## src/rtl/serial_pkg.sv

```systemverilog
`default_nettype none
// ============================================================================
// Module      : serial_pkg
// Description : Shared types and constants for the serial sample loader:
//               loader state encoding, sample geometry and lane word type.
// Revision    : 1.0 - initial release
// ============================================================================
package serial_pkg;

    // Loader control states
    typedef enum logic [2:0] {
        IDLE    = 3'd0,
        COLLECT = 3'd1,
        PREPARE = 3'd2,
        WRITE   = 3'd3,
        DONE    = 3'd4
    } state_t;

    // Bytes per sample: input word, expected-output word, valid-mask word
    localparam int SAMPLE_BYTES = 12;

    // Lanes per word
    localparam int LANES = 4;

    // Byte counter value of the final byte of a sample
    localparam logic [3:0] LAST_BYTE = 4'(SAMPLE_BYTES - 1);

    // One word of LANES byte lanes; lane [0] is the first byte streamed
    typedef logic [LANES-1:0][7:0] word_t;

endpackage
`default_nettype wire

```

## src/rtl/sample_byte_assembler.sv

```systemverilog
`default_nettype none
// ============================================================================
// Module      : sample_byte_assembler
// Description : Byte counter plus three lane registers. Each accepted byte
//               lands in lane (count mod 4) of word (count div 4); a pulse
//               marks the cycle the last byte of a sample is accepted.
// Revision    : 1.0 - initial release
// ============================================================================
module sample_byte_assembler
    import serial_pkg::*;
(
    input  logic            clk,
    input  logic            rst,
    input  logic            i_clear,
    input  logic            i_accept,
    input  logic [7:0]      i_byte,
    output logic [3:0][7:0] o_input_word,
    output logic [3:0][7:0] o_expected_word,
    output logic [3:0][7:0] o_valid_word,
    output logic            o_sample_done
);

    logic [3:0] count_q;
    logic [3:0] count_d;
    word_t      input_q;
    word_t      input_d;
    word_t      expected_q;
    word_t      expected_d;
    word_t      valid_q;
    word_t      valid_d;

    // Route an accepted byte into its lane and advance the byte counter;
    // the counter wraps to zero on the last byte so the next sample starts clean.
    // Clearing touches only the counter: the words stay stable until overwritten.
    always_comb begin
        count_d       = count_q;
        input_d       = input_q;
        expected_d    = expected_q;
        valid_d       = valid_q;
        o_sample_done = 1'b0;
        if (i_clear) begin
            count_d = '0;
        end else if (i_accept) begin
            case (count_q[3:2])
                2'd0:    input_d[count_q[1:0]]    = i_byte;
                2'd1:    expected_d[count_q[1:0]] = i_byte;
                default: valid_d[count_q[1:0]]    = i_byte;
            endcase
            if (count_q == LAST_BYTE) begin
                count_d       = '0;
                o_sample_done = 1'b1;
            end else begin
                count_d = count_q + 4'd1;
            end
        end
    end

    // Counter and lane registers
    always_ff @(posedge clk) begin
        if (rst) begin
            count_q    <= '0;
            input_q    <= '0;
            expected_q <= '0;
            valid_q    <= '0;
        end else begin
            count_q    <= count_d;
            input_q    <= input_d;
            expected_q <= expected_d;
            valid_q    <= valid_d;
        end
    end

    assign o_input_word    = input_q;
    assign o_expected_word = expected_q;
    assign o_valid_word    = valid_q;

endmodule
`default_nettype wire

```

## src/rtl/serial_sample_loader.sv

```systemverilog
`default_nettype none
// ============================================================================
// Module      : serial_sample_loader
// Description : Streams NUM_SAMPLES+1 twelve-byte samples into the sample
//               store through its prepare/write handshake, assigning indices
//               in ascending order and flagging completion.
// Revision    : 1.0 - initial release
// ============================================================================
module serial_sample_loader
    import serial_pkg::*;
#(
    parameter int NUM_SAMPLES = 8
) (
    input  logic            iClock,
    input  logic            iReset,
    input  logic            iStart,
    input  logic [7:0]      iByte,
    input  logic            iByteValid,
    output logic            oByteReady,
    input  logic            iNextSample,
    output logic            oPreparingNextSample,
    output logic            oWriteSample,
    output logic [3:0][7:0] oCurrentSerialInput,
    output logic [3:0][7:0] oCurrentSerialExpectedOutput,
    output logic [3:0][7:0] oCurrentSerialValidOutput,
    output logic [31:0]     oSampleIndex,
    output logic            oBusy,
    output logic            oDone
);

    localparam logic [31:0] LAST_INDEX = 32'(NUM_SAMPLES);

    state_t      state_q;
    state_t      state_d;
    logic [31:0] index_q;
    logic [31:0] index_d;
    logic        clear;
    logic        accept;
    logic        sample_done;

    // Bytes are consumed only while collecting; valid elsewhere is ignored
    assign accept = iByteValid && (state_q == COLLECT);

    sample_byte_assembler u_assembler (
        .clk             (iClock),
        .rst             (iReset),
        .i_clear         (clear),
        .i_accept        (accept),
        .i_byte          (iByte),
        .o_input_word    (oCurrentSerialInput),
        .o_expected_word (oCurrentSerialExpectedOutput),
        .o_valid_word    (oCurrentSerialValidOutput),
        .o_sample_done   (sample_done)
    );

    // Next-state, index and counter-clear decisions for the load sequence
    always_comb begin
        state_d = state_q;
        index_d = index_q;
        clear   = 1'b0;
        case (state_q)
            IDLE, DONE: begin
                if (iStart) begin
                    state_d = COLLECT;
                    index_d = '0;
                    clear   = 1'b1;
                end
            end
            COLLECT: begin
                if (sample_done) begin
                    state_d = PREPARE;
                end
            end
            PREPARE: begin
                if (iNextSample) begin
                    state_d = WRITE;
                end
            end
            WRITE: begin
                if (index_q == LAST_INDEX) begin
                    state_d = DONE;
                end else begin
                    index_d = index_q + 32'd1;
                    state_d = COLLECT;
                end
            end
            default: state_d = IDLE;
        endcase
    end

    // State and sample index registers
    always_ff @(posedge iClock) begin
        if (iReset) begin
            state_q <= IDLE;
            index_q <= '0;
        end else begin
            state_q <= state_d;
            index_q <= index_d;
        end
    end

    // Prepare mirrors the store's readiness so it is never raised while the store is busy
    assign oByteReady           = (state_q == COLLECT);
    assign oPreparingNextSample = (state_q == PREPARE) && iNextSample;
    assign oWriteSample         = (state_q == WRITE);
    assign oSampleIndex         = index_q;
    assign oBusy                = (state_q != IDLE) && (state_q != DONE);
    assign oDone                = (state_q == DONE);

endmodule
`default_nettype wire

```

## config.mk

```make
export PLATFORM = sky130hd
export DESIGN_NAME = serial_sample_loader
export DESIGN_NICKNAME = d
export VERILOG_FILES = /design/src/rtl/serial_pkg.sv /design/src/rtl/sample_byte_assembler.sv /design/src/rtl/serial_sample_loader.sv
export SDC_FILE = /design/constraint.sdc
export NUM_CORES = 1
export LEC_CHECK = 0
export CAP_MARGIN = 20
export CORE_UTILIZATION = 50
export CTS_CLUSTER_DIAMETER = 120
export DETAILED_ROUTE_END_ITERATION = 12
export PLACE_DENSITY_LB_ADDON = 0.2
export SYNTH_ARGS = -nofsm -noshare
export SYNTH_HDL_FRONTEND = slang
export SYNTH_SLANG_ARGS = --single-unit
```

## constraint.sdc

```tcl
create_clock -name iClock -period 5.53 [get_ports iClock]
set_clock_uncertainty 0.15 [all_clocks]
set_input_delay 1.106 -clock iClock [delete_from_list [all_inputs] [get_ports iClock]]
set_output_delay 1.106 -clock iClock [all_outputs]
set_load 0.1 [all_outputs]
```

# Yosys cells after proc, flatten, opt, wreduce, memory -nomap -nowiden
# Index checks and enable logic that the tools add are counted.
# W data, S select, Z words.
[totals]
register_bits = 135
latchBits = 0
ramBits = 0
mem_bits_ro = 0
out_inout_bits = 133
elab_cells = 68
memories = 0
[op_classes]
add_sub_neg = 2
mul = 0
n_div = 0
order_cmp = 2
n_eq_ne = 12
shifts = 0
muxes = 19
bitwise_logic = 2
reduce_logical = 16
[op_table]
columns = ["operator", "count"]
rows = [
  ["$bwmux W32", 3],
  ["$mux W32", 2],
  ["$pmux W32 S2", 1],
  ["$add A32 B1 Y32 const B", 1],
  ["$eq A32 B4 Y1 const B", 1],
  ["$demux W8 S2", 1],
  ["$reduce_and A3 Y1", 5],
  ["$mux W3", 4],
  ["$pmux W3 S4", 1],
  ["$mux W8", 1],
  ["$eq A3 B2 Y1 const B", 2],
  ["$ne A2 B2 Y1 const B", 3],
  ["$reduce_or A2 Y1", 3],
  ["$mux W1", 5],
  ["$add A4 B1 Y4 const B", 1],
  ["$eq A4 B4 Y1 const B", 1],
  ["$logic_and A1 B1 Y1", 4],
  ["$mux W4", 1],
  ["$eq A3 B1 Y1 const B", 1],
  ["$eq A3 B3 Y1 const B", 1],
  ["$logic_not A3 Y1", 1],
  ["$lt A2 B3 Y1 const B", 1],
  ["$ne A3 B3 Y1 const B", 1],
  ["$reduce_bool A3 Y1", 1],
  ["6 further kinds", 7],
]

# Logic depth before layout (Yosys ltp)
# Gate-level depths: netlist (run 1).
[depth]
ltp_word = 6
mapped_depth = 9
mapped_depth_nobuf = 7

# Modules after synthesis
# A second synthesis (run 1) with hierarchy kept.
[unflattened]
cells_unflattened = 652
area_unflattened_um2 = 5982.0
[modules_own_cells]
columns = ["module", "instances", "cells_per_inst", "area_each_um2"]
rows = [
  ["sample_byte_assembler", 1, 403, 3948.8],
  ["serial_sample_loader", 1, 249, 2033.2],
]

# Worst setup path before layout (run 1)
# Ideal clock, no wire load.
[synth_path]
path_type = "input-to-output"
start = "input port iNextSample"
end = "output port oPreparingNextSample"
arrival_ns = 3.178
t_required_ns = 4.274
slack_ns = 1.096
cell_stages = 2
path_cell_list = "nand2_1 nor3_1"
[synth_between]
elab_chain_len = 1
[synth_rtl]
columns = ["element", "line", "rtl"]
rows = [
  ["start, declared", "serial_sample_loader.sv:20", "input logic iNextSample,"],
  ["$logic_and A1 B1 Y1", "serial_sample_loader.sv:104", "assign oPreparingNextSample = (state_q == PREPARE) && iNextSample;"],
  ["end, declared", "serial_sample_loader.sv:21", "output logic oPreparingNextSample,"],
]
# Every way passes these cells.

# Worst setup path after layout (run 1)
[layout_path]
start = "register state_q[0]"
end = "output port oDone"
[layout_between]
elab_chain_len = 1
[layout_rtl]
columns = ["element", "line", "rtl"]
rows = [
  ["start, declared", "serial_sample_loader.sv:33", "state_t state_q;"],
  ["start signal, assigned", "serial_sample_loader.sv:97", "state_q <= state_d;"],
  ["$eq A3 B3 Y1", "serial_sample_loader.sv:108", "assign oDone = (state_q == DONE);"],
  ["end, declared", "serial_sample_loader.sv:28", "output logic oDone"],
]
# Every way passes these cells.

==> results of run 1 <==
layout make-up:
cell class              instances  area [sq um]  share of cell area [%]
flip-flops and latches        135          2700                    34.7
inverters                      12          45.0                   0.578
multi-input cells             517          2710                    34.8
clock buffers                  20           457                    5.86
clock inverters                11           196                    2.52
well taps                     140           175                    2.25
repair buffers                151          1500                    19.2
cells by family (layout without fill, tap and decap cells):
kind of cell	count (synthesis)	count (layout)	synth area share, %
xor gates and xnor gates	1	1	0.154
and+or+nand+nor	333	333	28.8
adders and majority gates	6	6	1.32
buffers and inverters	65	194	4.71
DFF	135	135	47.5
muxes	4	4	0.748
AOI/OAI and AO/OA	173	173	16.7
worst max-delay path, delay by kind of cell, from the launching register on:
family	cells	cell delay (ns)
buffers and inverters	1	1.17
AND/OR/NAND/NOR	2	0.51
flip-flops	1	0.41
sequential cells by signal, indices dropped and copies added (netlist names):
signal                       cells
oSampleIndex                    32
u_assembler.o_expected_word     32
u_assembler.o_input_word        32
u_assembler.o_valid_word        32
u_assembler.count_q              4
state_q                          3
power groups by stage:
stage	clock network [mW]	logic [mW]	registers (mW)
after global routing	1.29	0.105	0.981
after floorplan	0	0.0504	1.02
after detailed placement	0	0.0991	1.00
final	1.24	0.0999	0.980
after global placement	0	0.0980	1.00
after CTS	1.25	0.0994	0.980
routing by layer:
| layer | track usage [%] | part of all wire (%) | vias up | wire length (um) |
|---|---|---|---|---|
| met3 | 5.02 | 7.4 | 24 | 1200 |
| li1 | - | - | 2751 | - |
| met1 | 33.8 | 40 | 2657 | 6370 |
| met5 | 0 | 0 | - | 0 |
| met2 | 49.2 | 52 | 252 | 8280 |
| met4 | 9.85 | 1.4 | 0 | 229 |
per-stage QoR:
stage	instances	setup slack [ns]
floorplan	717	1.10
CTS	984	1.76
finish	986	1.78
global route	986	1.67
detailed placement	953	1.53
global placement	953	1.64
how the worst max path moves through the flow:
stage / from / end / slack, ns
floorplan: iNextSample / oPreparingNextSample / 1.10
global placement: iByteValid / u_assembler.o_valid_word[5]$_SDFFE_PP0P_ / 1.64
finish: state_q[0]$_SDFFE_PP0P_ / oDone / 1.78
global route: state_q[0]$_SDFFE_PP0P_ / oWriteSample / 1.67
detailed placement: iByteValid / u_assembler.o_expected_word[22]$_SDFFE_PP0P_ / 1.53
CTS: state_q[0]$_SDFFE_PP0P_ / oDone / 1.76
cells in the final DEF (no fill, tap or decap), drive strengths merged, types with 4 or more instances in the layout:
| master | netlist | final |
|---|---|---|
| a41oi | 4 | 4 |
| a31oi | 8 | 8 |
| inv | 12 | 13 |
| nor2 | 20 | 20 |
| nor3b | 4 | 4 |
| nand3 | 88 | 88 |
| bufinv | 0 | 5 |
| clkdlybuf4s50 | 0 | 143 |
| o211ai | 8 | 8 |
| nor3 | 7 | 7 |
| nand4 | 8 | 8 |
| a21oi | 110 | 110 |
| o21ai | 29 | 29 |
| and2 | 4 | 4 |
| or4 | 7 | 7 |
| or2 | 4 | 4 |
| buf | 20 | 8 |
| clkbuf | 33 | 20 |
| and3 | 7 | 7 |
| dfxtp | 135 | 135 |
| nand2 | 162 | 162 |
| o31ai | 7 | 7 |
| ha | 6 | 6 |
| nor4 | 11 | 11 |
==> run_results.csv, run 1 <==
group,metric,value,unit
worst_hold_path,hp-start,"u_assembler.o_input_word[12]$_SDFFE_PP0P_",
worst_setup_path,worst_path_largest_cell_delay,1.17,ns
timing,fin_setup_tns,0,ns
cts,post_cts_resize_count,0,
worst_setup_path,path_cells,"or2_2, nor2_1, clkdlybuf4s50_1",
logic_synthesis,synthCells,717,
worst_setup_path,worst_ep_arrival_time,2.50,ns
worst_hold_path,worst_hold_path.endpoint,"u_assembler.o_input_word[12]$_SDFFE_PP0P_",
global_route,grt_remaining_overflow,0,
pwr,power_frac_comb,4.3,%
placement,io_buffers,145,
detailed_routing,post_drt_via_cell_ratio,5.76,
cts,clock_sink_count,135,
die,core_region_area,0.0109,sq mm
timing,tightestPinTransition,1.03,ns
timing,report.final.hold_viol_count,0,
global_route,wire_length_of_the_first_global_routing_pass,25.5,mm
final_layout,nets,853,
logic_synthesis,synth_top_cells_by_count,"nand2_1, dfxtp_1, a21oi_1",
timing,slew_headroom,30.6,%
logic_synthesis,dominantRegCellSynth,"dfxtp_1",
run,cap_viol_max_count,0,
timing,fmaxAchievable,266,MHz
detailed_routing,finalWirelength,16.1,mm
die,dieArea,0.0118,sq mm
placement,place.gp.congestion,0.858,
die,initial_utilization,52.0,%
worst_hold_path,hold_path.class,"reg2reg",
pwr,p_seq_share,42.3,%
pwr,pnr_total_power,2.32,mW
timing,whs,0.301,ns
pwr,p_int,1.82,mW
pwr,p_sw,495,uW
worst_setup_path,rr_endpoint,"u_assembler.o_expected_word[22]$_SDFFE_PP0P_",
logic_synthesis,library_cell_with_the_highest_instance_count_after_synthesis,"nand2_1",
placement,dpl.hpwl,10.8,mm
detailed_routing,drt_pre_antenna_iters,6,
detailed_routing,vias,5684,
timing,finalSetupViolations,0,
pwr,switching_share,21.4,%
global_route,track_usage,27.9,%
logic_synthesis,async_set_or_reset_flop_fraction_in_the_synthesized_netlist,0,%
logic_synthesis,yosysTopAreaCellShare,47.5,%
detailed_routing,detail-route-antenna-nets,0,
cts,numCtsBuffers,17,
global_route,grt_antenna_before_repair,0,
logic_synthesis,netlist_area,0.00568,sq mm
final_layout,post-route-util,71.2,%
status,status,"complete, no violations",
cts,clockRootBuffer,"clkbuf_16",
final_layout,fillCellCount,874,
cts,clk_transition_reported_paths,0.06,ns
logic_synthesis,synthDistinctLibCells,50,
placement,place_area,0.00711,sq mm
logic_synthesis,net_count_after_synthesis,736,
logic_synthesis,synth_area_leaders,"dfxtp_1, nand2_1, a21oi_1, nand3_1, o21ai_0",
logic_synthesis,postSynthRegisterBits,135,
logic_synthesis,synth_sequential_area_ratio,47.5,%
timing,rsz0062_at_grt,"false",
final_layout,area_delta_synth_final,37.0,%
pwr,power_per_cell_area,298,mW/mm^2
die,die_h,109,um
global_route,grt_start_max_net_pins,97,
worst_hold_path,worst_hold_path.num_cells,2,
worst_setup_path,endpoint_kind,"output pin",
worst_setup_path,cpMaxStageDelayCell,"clkdlybuf4s50_1",
worst_setup_path,ff2ff_setup_slack,2.49,ns
detailed_routing,drt_iter0_markers,306,
pwr,power.leakage,2.60,nW
worst_setup_path,start_kind,"register",
cts,cts_hold_buf,0,
timing,final_worst_path_cycle_share,67.9,%
final_layout,finalInstanceArea,0.00779,sq mm
timing,slew_viol_final,0,
detailed_routing,wl_per_cell,16.3,um
worst_setup_path,reg2regPathDepth,5,
worst_setup_path,criticalPathCategory,"reg2out",
cts,tritoncts_clock_tree,"yes",
final_layout,n_diodes,0,
global_route,first_global_vias,5172,
logic_synthesis,syn-mean-instance-area,7.93,sq um
cts,worst_skew_pair.late_latency,0.41,ns
worst_setup_path,timing.critical_path.fanout_max,10,
timing,period_minus_slack,3.75,ns
final_layout,drive_gt1_share,6.74,%
cts,cts_max_path_buffers,2,
worst_setup_path,worstReg2RegStart,"state_q[0]$_SDFFE_PP0P_",
logic_synthesis,yosysTopAreaCell,"dfxtp_1",
logic_synthesis,ys.warnings.count,0,
logic_synthesis,synth_edf_count,0,
die,design.portCount,146,
die,die_x,109,um
detailed_routing,drcViolationCount,0,
die,std_cell_rows,38,
worst_setup_path,timing.critical_path.required,4.27,ns
cts,cts_max_level,4,
pwr,share_clk_of_total_power,53.4,%
cts,cts_setup_buffers,0,
pwr,ir_drop,0.159,mV
Note: power is estimated with default switching activity, not from simulation.
==> inputs of run 2 (changes only) <==
--- a/config.mk
+++ b/config.mk
@@ -6,7 +6,7 @@
 export NUM_CORES = 1
 export LEC_CHECK = 0
 export CAP_MARGIN = 20
-export CORE_UTILIZATION = 50
+export CORE_UTILIZATION = 44
 export CTS_CLUSTER_DIAMETER = 120
 export DETAILED_ROUTE_END_ITERATION = 12
 export PLACE_DENSITY_LB_ADDON = 0.2
==> constraint.sdc (replaced) <==
create_clock -name iClock -period 3.2 [get_ports iClock]
set_clock_uncertainty 0.15 [all_clocks]
set_input_delay 0.64 -clock iClock [delete_from_list [all_inputs] [get_ports iClock]]
set_output_delay 0.64 -clock iClock [all_outputs]
set_load 0.1 [all_outputs]
==> run 2 against run 1 <==
Worst hold slack better by 0.0018 ns. Flip-flop and latch count unchanged. Final cell count increased by 4.0%. Total power is 70% higher. Design area fell by 3.2%. Critical path depth increased by 1. Combinational power up 74%. Core utilization shrank 12 points. Wire length rose by 0.12%. Die area increased by 13%. Clock power increased by 67%. Sequential share of layout area grew 1.2 points. Critical endpoint is now oPreparingNextSample. Highest routed layer unchanged.
==> run_results.csv, run 2 (synthesis results as in run 1) <==
group,metric,value,unit
status,status,"complete, no violations",
worst_setup_path,worst_path_largest_cell_delay,0.48,ns
worst_setup_path,critPathLaunch,"iNextSample",
timing,report.final.hold_viol_count,0,
final_layout,mostFrequentLayoutCells,"nand2_1, buf_4, dfxtp_1, a21oi_1, nand3_1",
global_route,wire_length_of_the_first_global_routing_pass,24.9,mm
global_route,first_global_vias,4863,
cts,cts_hold_buf,0,
die,design.portCount,146,
final_layout,final_common_cell,"nand2_1",
global_route,grt_antenna_before_repair,0,
cts,clk_transition_reported_paths,0.06,ns
timing,final_worst_path_cycle_share,78.0,%
timing,fmaxAchievable,400,MHz
die,die_h,116,um
worst_setup_path,worstReg2RegStart,"oSampleIndex[0]$_SDFFE_PP0P_",
worst_setup_path,criticalPathCategory,"in2out",
cts,tritoncts_clock_tree,"yes",
detailed_routing,detail-route-antenna-nets,0,
cts,numCtsBuffers,17,
cts,cts_setup_buffers,0,
worst_setup_path,timing.critical_path.fanout_max,2,
detailed_routing,finalWirelength,16.1,mm
detailed_routing,wl_per_cell,15.7,um
worst_setup_path,cpMaxStageDelayCell,"clkdlybuf4s50_1",
timing,finalSetupViolations,0,
final_layout,fillCellCount,1140,
detailed_routing,post_drt_via_cell_ratio,5.55,
die,dieArea,0.0134,sq mm
cts,clockRootBuffer,"clkbuf_16",
final_layout,drive_gt1_share,23.0,%
cts,cts_max_path_buffers,2,
global_route,grt_start_max_net_pins,75,
worst_setup_path,timing.critical_path.required,2.41,ns
worst_hold_path,hp-start,"u_assembler.o_input_word[20]$_SDFFE_PP0P_",
pwr,ir_drop,0.238,mV
pwr,pnr_total_power,3.93,mW
worst_hold_path,worst_hold_path.endpoint,"u_assembler.o_input_word[20]$_SDFFE_PP0P_",
worst_setup_path,path_cells,"clkdlybuf4s50_1, nand2_1, nor3_1, buf_12",
die,die_x,116,um
detailed_routing,drcViolationCount,0,
worst_hold_path,hold_path.class,"reg2reg",
worst_setup_path,reg2regPathDepth,7,
placement,place_area,0.00691,sq mm
die,core_region_area,0.0126,sq mm
worst_setup_path,worst_ep_arrival_time,1.71,ns
final_layout,regArea,0.00270,sq mm
pwr,power.leakage,2.89,nW
cts,cts_max_level,4,
timing,slew_headroom,48.8,%
final_layout,finalInstanceArea,0.00754,sq mm
timing,tightestPinTransition,0.767,ns
final_layout,layout.cells.non_filler,1025,
die,std_cell_rows,41,
detailed_routing,vias,5684,
timing,period_minus_slack,2.50,ns
worst_setup_path,start_kind,"input port",
die,initial_utilization,45.0,%
placement,place.gp.congestion,0.819,
detailed_routing,drt_iter0_markers,459,
cts,worst_skew_pair.late_latency,0.41,ns
timing,rsz0062_at_grt,"false",
cts,clock_sink_count,135,
timing,slew_viol_final,0,
worst_hold_path,worst_hold_path.num_cells,2,
worst_setup_path,endpoint_kind,"output pin",
placement,dpl.hpwl,10.8,mm
placement,io_buffers,145,
placement,placedCellCount,993,
global_route,track_usage,23.9,%
global_route,grt_remaining_overflow,0,
worst_setup_path,rr_endpoint,"oSampleIndex[0]$_SDFFE_PP0P_",
pwr,power_per_cell_area,522,mW/mm^2
final_layout,nets,859,
final_layout,n_diodes,0,
final_layout,multiInputGateArea,0.00271,sq mm
final_layout,area_delta_synth_final,32.6,%
detailed_routing,drt_pre_antenna_iters,6,
worst_setup_path,ff2ff_setup_slack,0.91,ns
run,cap_viol_max_count,0,
cts,post_cts_resize_count,0,
run 2: layout make-up:
cell class | count | area share (%)
tap | 172 | 2.86
inverter | 12 | 0.598
clock buffer | 18 | 5.69
multi-input combinational | 517 | 36.0
clock inverter | 14 | 2.64
timing repair buffer | 157 | 16.3
sequential | 135 | 35.9
run 2: worst max-delay path, delay by kind of cell:
family        cells  cell delay [ns]
simple gates      2             0.36
buf+inv           2             0.70
run 2: routing by layer:
metal	wire length [um]	vias up	track usage, %
met2	8020	208	40.6
met4	200	0	8.80
met3	920	18	4.34
met5	0	-	0
met1	6950	2689	30.4
li1	-	2769	-
run 2: metrics by stage:
step	worst slack, ns	utilization (%)	setup TNS, ns	hold slack, ns
2_1_floorplan	-0.302	-	-0.599	0.362
3_3_place_gp	0.527	54.7	0	0.293
3_5_place_dp	0.453	54.7	0	0.297
4_1_cts	0.700	59.7	0	0.305
5_1_grt	0.627	59.7	0	0.321
6_report	0.703	59.7	0	0.303
run 2: power by group:
part | leakage (nW) | switching [mW] | total, mW | internal [mW]
Sequential | 1.09 | 0.00690 | 1.69 | 1.69
Clock | 0.294 | 0.755 | 2.07 | 1.31
Combinational | 1.50 | 0.135 | 0.174 | 0.0390
Total | 2.89 | 0.897 | 3.93 | 3.04
run 2: worst max-delay path by stage:
stage / depth (start not counted) / endpoint
2_1_floorplan: 2 / oPreparingNextSample
3_3_place_gp: 8 / u_assembler.o_expected_word[23]$_SDFFE_PP0P_
3_5_place_dp: 8 / u_assembler.o_expected_word[20]$_SDFFE_PP0P_
4_1_cts: 4 / oPreparingNextSample
5_1_grt: 3 / oWriteSample
6_report: 4 / oPreparingNextSample
==> inputs of run 3 (changes only) <==
--- a/config.mk
+++ b/config.mk
@@ -6,7 +6,7 @@
 export NUM_CORES = 1
 export LEC_CHECK = 0
 export CAP_MARGIN = 20
-export CORE_UTILIZATION = 44
+export CORE_UTILIZATION = 49
 export CTS_CLUSTER_DIAMETER = 120
 export DETAILED_ROUTE_END_ITERATION = 12
 export PLACE_DENSITY_LB_ADDON = 0.2
==> constraint.sdc (replaced) <==
create_clock -name iClock -period 2.4 [get_ports iClock]
set_clock_uncertainty 0.15 [all_clocks]
set_input_delay 0.48 -clock iClock [delete_from_list [all_inputs] [get_ports iClock]]
set_output_delay 0.48 -clock iClock [all_outputs]
set_load 0.1 [all_outputs]
==> run 3 against run 2 <==
Flip-flop and latch count is the same. Worst setup slack got worse by 0.54 ns. Design area grew 2.9%. Core utilization rose by 10 points. Largest cell class unchanged.
==> run_results.csv, run 3 (synthesis results as in run 1) <==
group,metric,value,unit
status,status,"complete, no violations",
cts,clockRootBuffer,"clkbuf_16",
global_route,track_usage,28.1,%
worst_hold_path,worst_hold_path.num_cells,2,
placement,dpl.hpwl,11.1,mm
pwr,pnr_total_power,5.48,mW
global_route,first_global_vias,5176,
placement,placement_stage_worst_setup_slack,-0.0390,ns
final_layout,post-route-util,70.0,%
detailed_routing,met2_wirelength,7.75,mm
final_layout,regArea,0.00273,sq mm
worst_hold_path,hold_path.class,"reg2reg",
cts,post_cts_resize_count,0,
die,dieArea,0.0120,sq mm
detailed_routing,vias,5888,
cts,cts_setup_buffers,0,
global_route,grt_remaining_overflow,0,
global_route,wire_length_of_the_first_global_routing_pass,25.9,mm
pwr,ir_drop,0.554,mV
cts,clock_sink_count,135,
global_route,grt_antenna_before_repair,0,
final_layout,nets,870,
detailed_routing,wl_per_cell,16.8,um
detailed_routing,finalWirelength,16.9,mm
worst_setup_path,criticalPathCategory,"reg2out",
timing,fin_setup_tns,0,ns
cts,cts_max_path_buffers,2,
worst_setup_path,endpoint_kind,"output pin",
detailed_routing,maxUsedRoutingLayer,"met4",
worst_setup_path,timing.critical_path.fanout_max,10,
final_layout,finalInstanceArea,0.00775,sq mm
cts,numCtsBuffers,17,
cts,worst_skew_pair.late_latency,0.41,ns
run,cap_viol_max_count,0,
pwr,power_per_cell_area,707,mW/mm^2
die,die_h,110,um
cts,tritoncts_clock_tree,"yes",
timing,report.final.hold_viol_count,0,
placement,place_area,0.00707,sq mm
final_layout,n_diodes,0,
final_layout,fillCellCount,890,
final_layout,mostFrequentLayoutCells,"nand2_1, buf_4, dfxtp_1, a21oi_1, nand3_1",
timing,fmaxAchievable,446,MHz
final_layout,final_common_cell,"nand2_1",
die,die_x,110,um
placement,placedCellCount,972,
timing,slew_headroom,48.1,%
detailed_routing,detail_route.wirelength.met1,7.35,mm
worst_setup_path,start_kind,"register",
detailed_routing,post_drt_via_cell_ratio,5.87,
die,initial_utilization,51.3,%
detailed_routing,drt_pre_antenna_iters,5,
placement,io_buffers,145,
timing,worst_slack,0.160,ns
final_layout,multiInputGateArea,0.00273,sq mm
cts,cts_hold_buf,0,
placement,place.gp.congestion,0.873,
timing,period_minus_slack,2.24,ns
timing,rsz0062_at_grt,"false",
worst_setup_path,reg2regPathDepth,6,
timing,final_worst_path_cycle_share,93.4,%
detailed_routing,detail-route-antenna-nets,0,
cts,cts_max_level,4,
timing,finalSetupViolations,0,
timing,tightestPinTransition,0.776,ns
final_layout,area_delta_synth_final,36.4,%
detailed_routing,drt_iter0_markers,459,
worst_setup_path,timing.critical_path.required,1.77,ns
die,core_region_area,0.0111,sq mm
timing,whs,0.308,ns
detailed_routing,drcViolationCount,0,
timing,slew_viol_final,0,
pwr,power.leakage,3.01,nW
global_route,grt_start_max_net_pins,78,
die,design.portCount,146,
cts,clk_transition_reported_paths,0.06,ns
worst_setup_path,worst_ep_arrival_time,1.61,ns
final_layout,drive_gt1_share,27.0,%
final_layout,layout.cells.non_filler,1003,
detailed_routing,wl_met3,1.24,mm
die,std_cell_rows,38,
## run 3: cell types whose count changed in the layout (fill, tap and decap cells not counted), sizes merged
cell      before  now
buf          146  157
bufinv         4    6
clkbuf        18   19
clkinv         3    5
clkinvlp       4    2
inv           15   11
## run 3: area by class of cell
| cell class | instances | area share (%) |
|---|---|---|
| multi-input combinational | 517 | 35.2 |
| inverter | 12 | 0.630 |
| clock buffer | 19 | 5.84 |
| timing repair buffer | 168 | 17.9 |
| tap | 140 | 2.26 |
| clock inverter | 12 | 2.89 |
| sequential | 135 | 35.2 |
## run 3: where the power goes
group	switching [mW]	total, mW	internal, mW
combinational	0.187	0.255	0.0672
sequential	0.0101	2.26	2.25
clock	0.969	2.97	2.00
## run 3: path summary, 6_finish.rpt
kind	from	to	slack (ns)
max	state_q[0]$_SDFFE_PP0P_	oWriteSample	0.16
min reg2reg	u_assembler.o_input_word[22]$_SDFFE_PP0P_	u_assembler.o_input_word[22]$_SDFFE_PP0P_	0.31
max reg2reg	state_q[0]$_SDFFE_PP0P_	u_assembler.o_expected_word[11]$_SDFFE_PP0P_	0.25
min	u_assembler.o_input_word[22]$_SDFFE_PP0P_	u_assembler.o_input_word[22]$_SDFFE_PP0P_	0.31
## run 3: metal layers
layer,track usage (%),vias to the layer above
li1,-,2782
met5,0,-
met2,43.3,285
met1,38.7,2779
met3,4.74,42
met4,12.1,0
## run 3: critical path: stages (launching register included)
cell,delay [ns]
dfxtp_1,0.58
nand3b_4,0.23
clkinvlp_4,0.21
buf_12,0.19
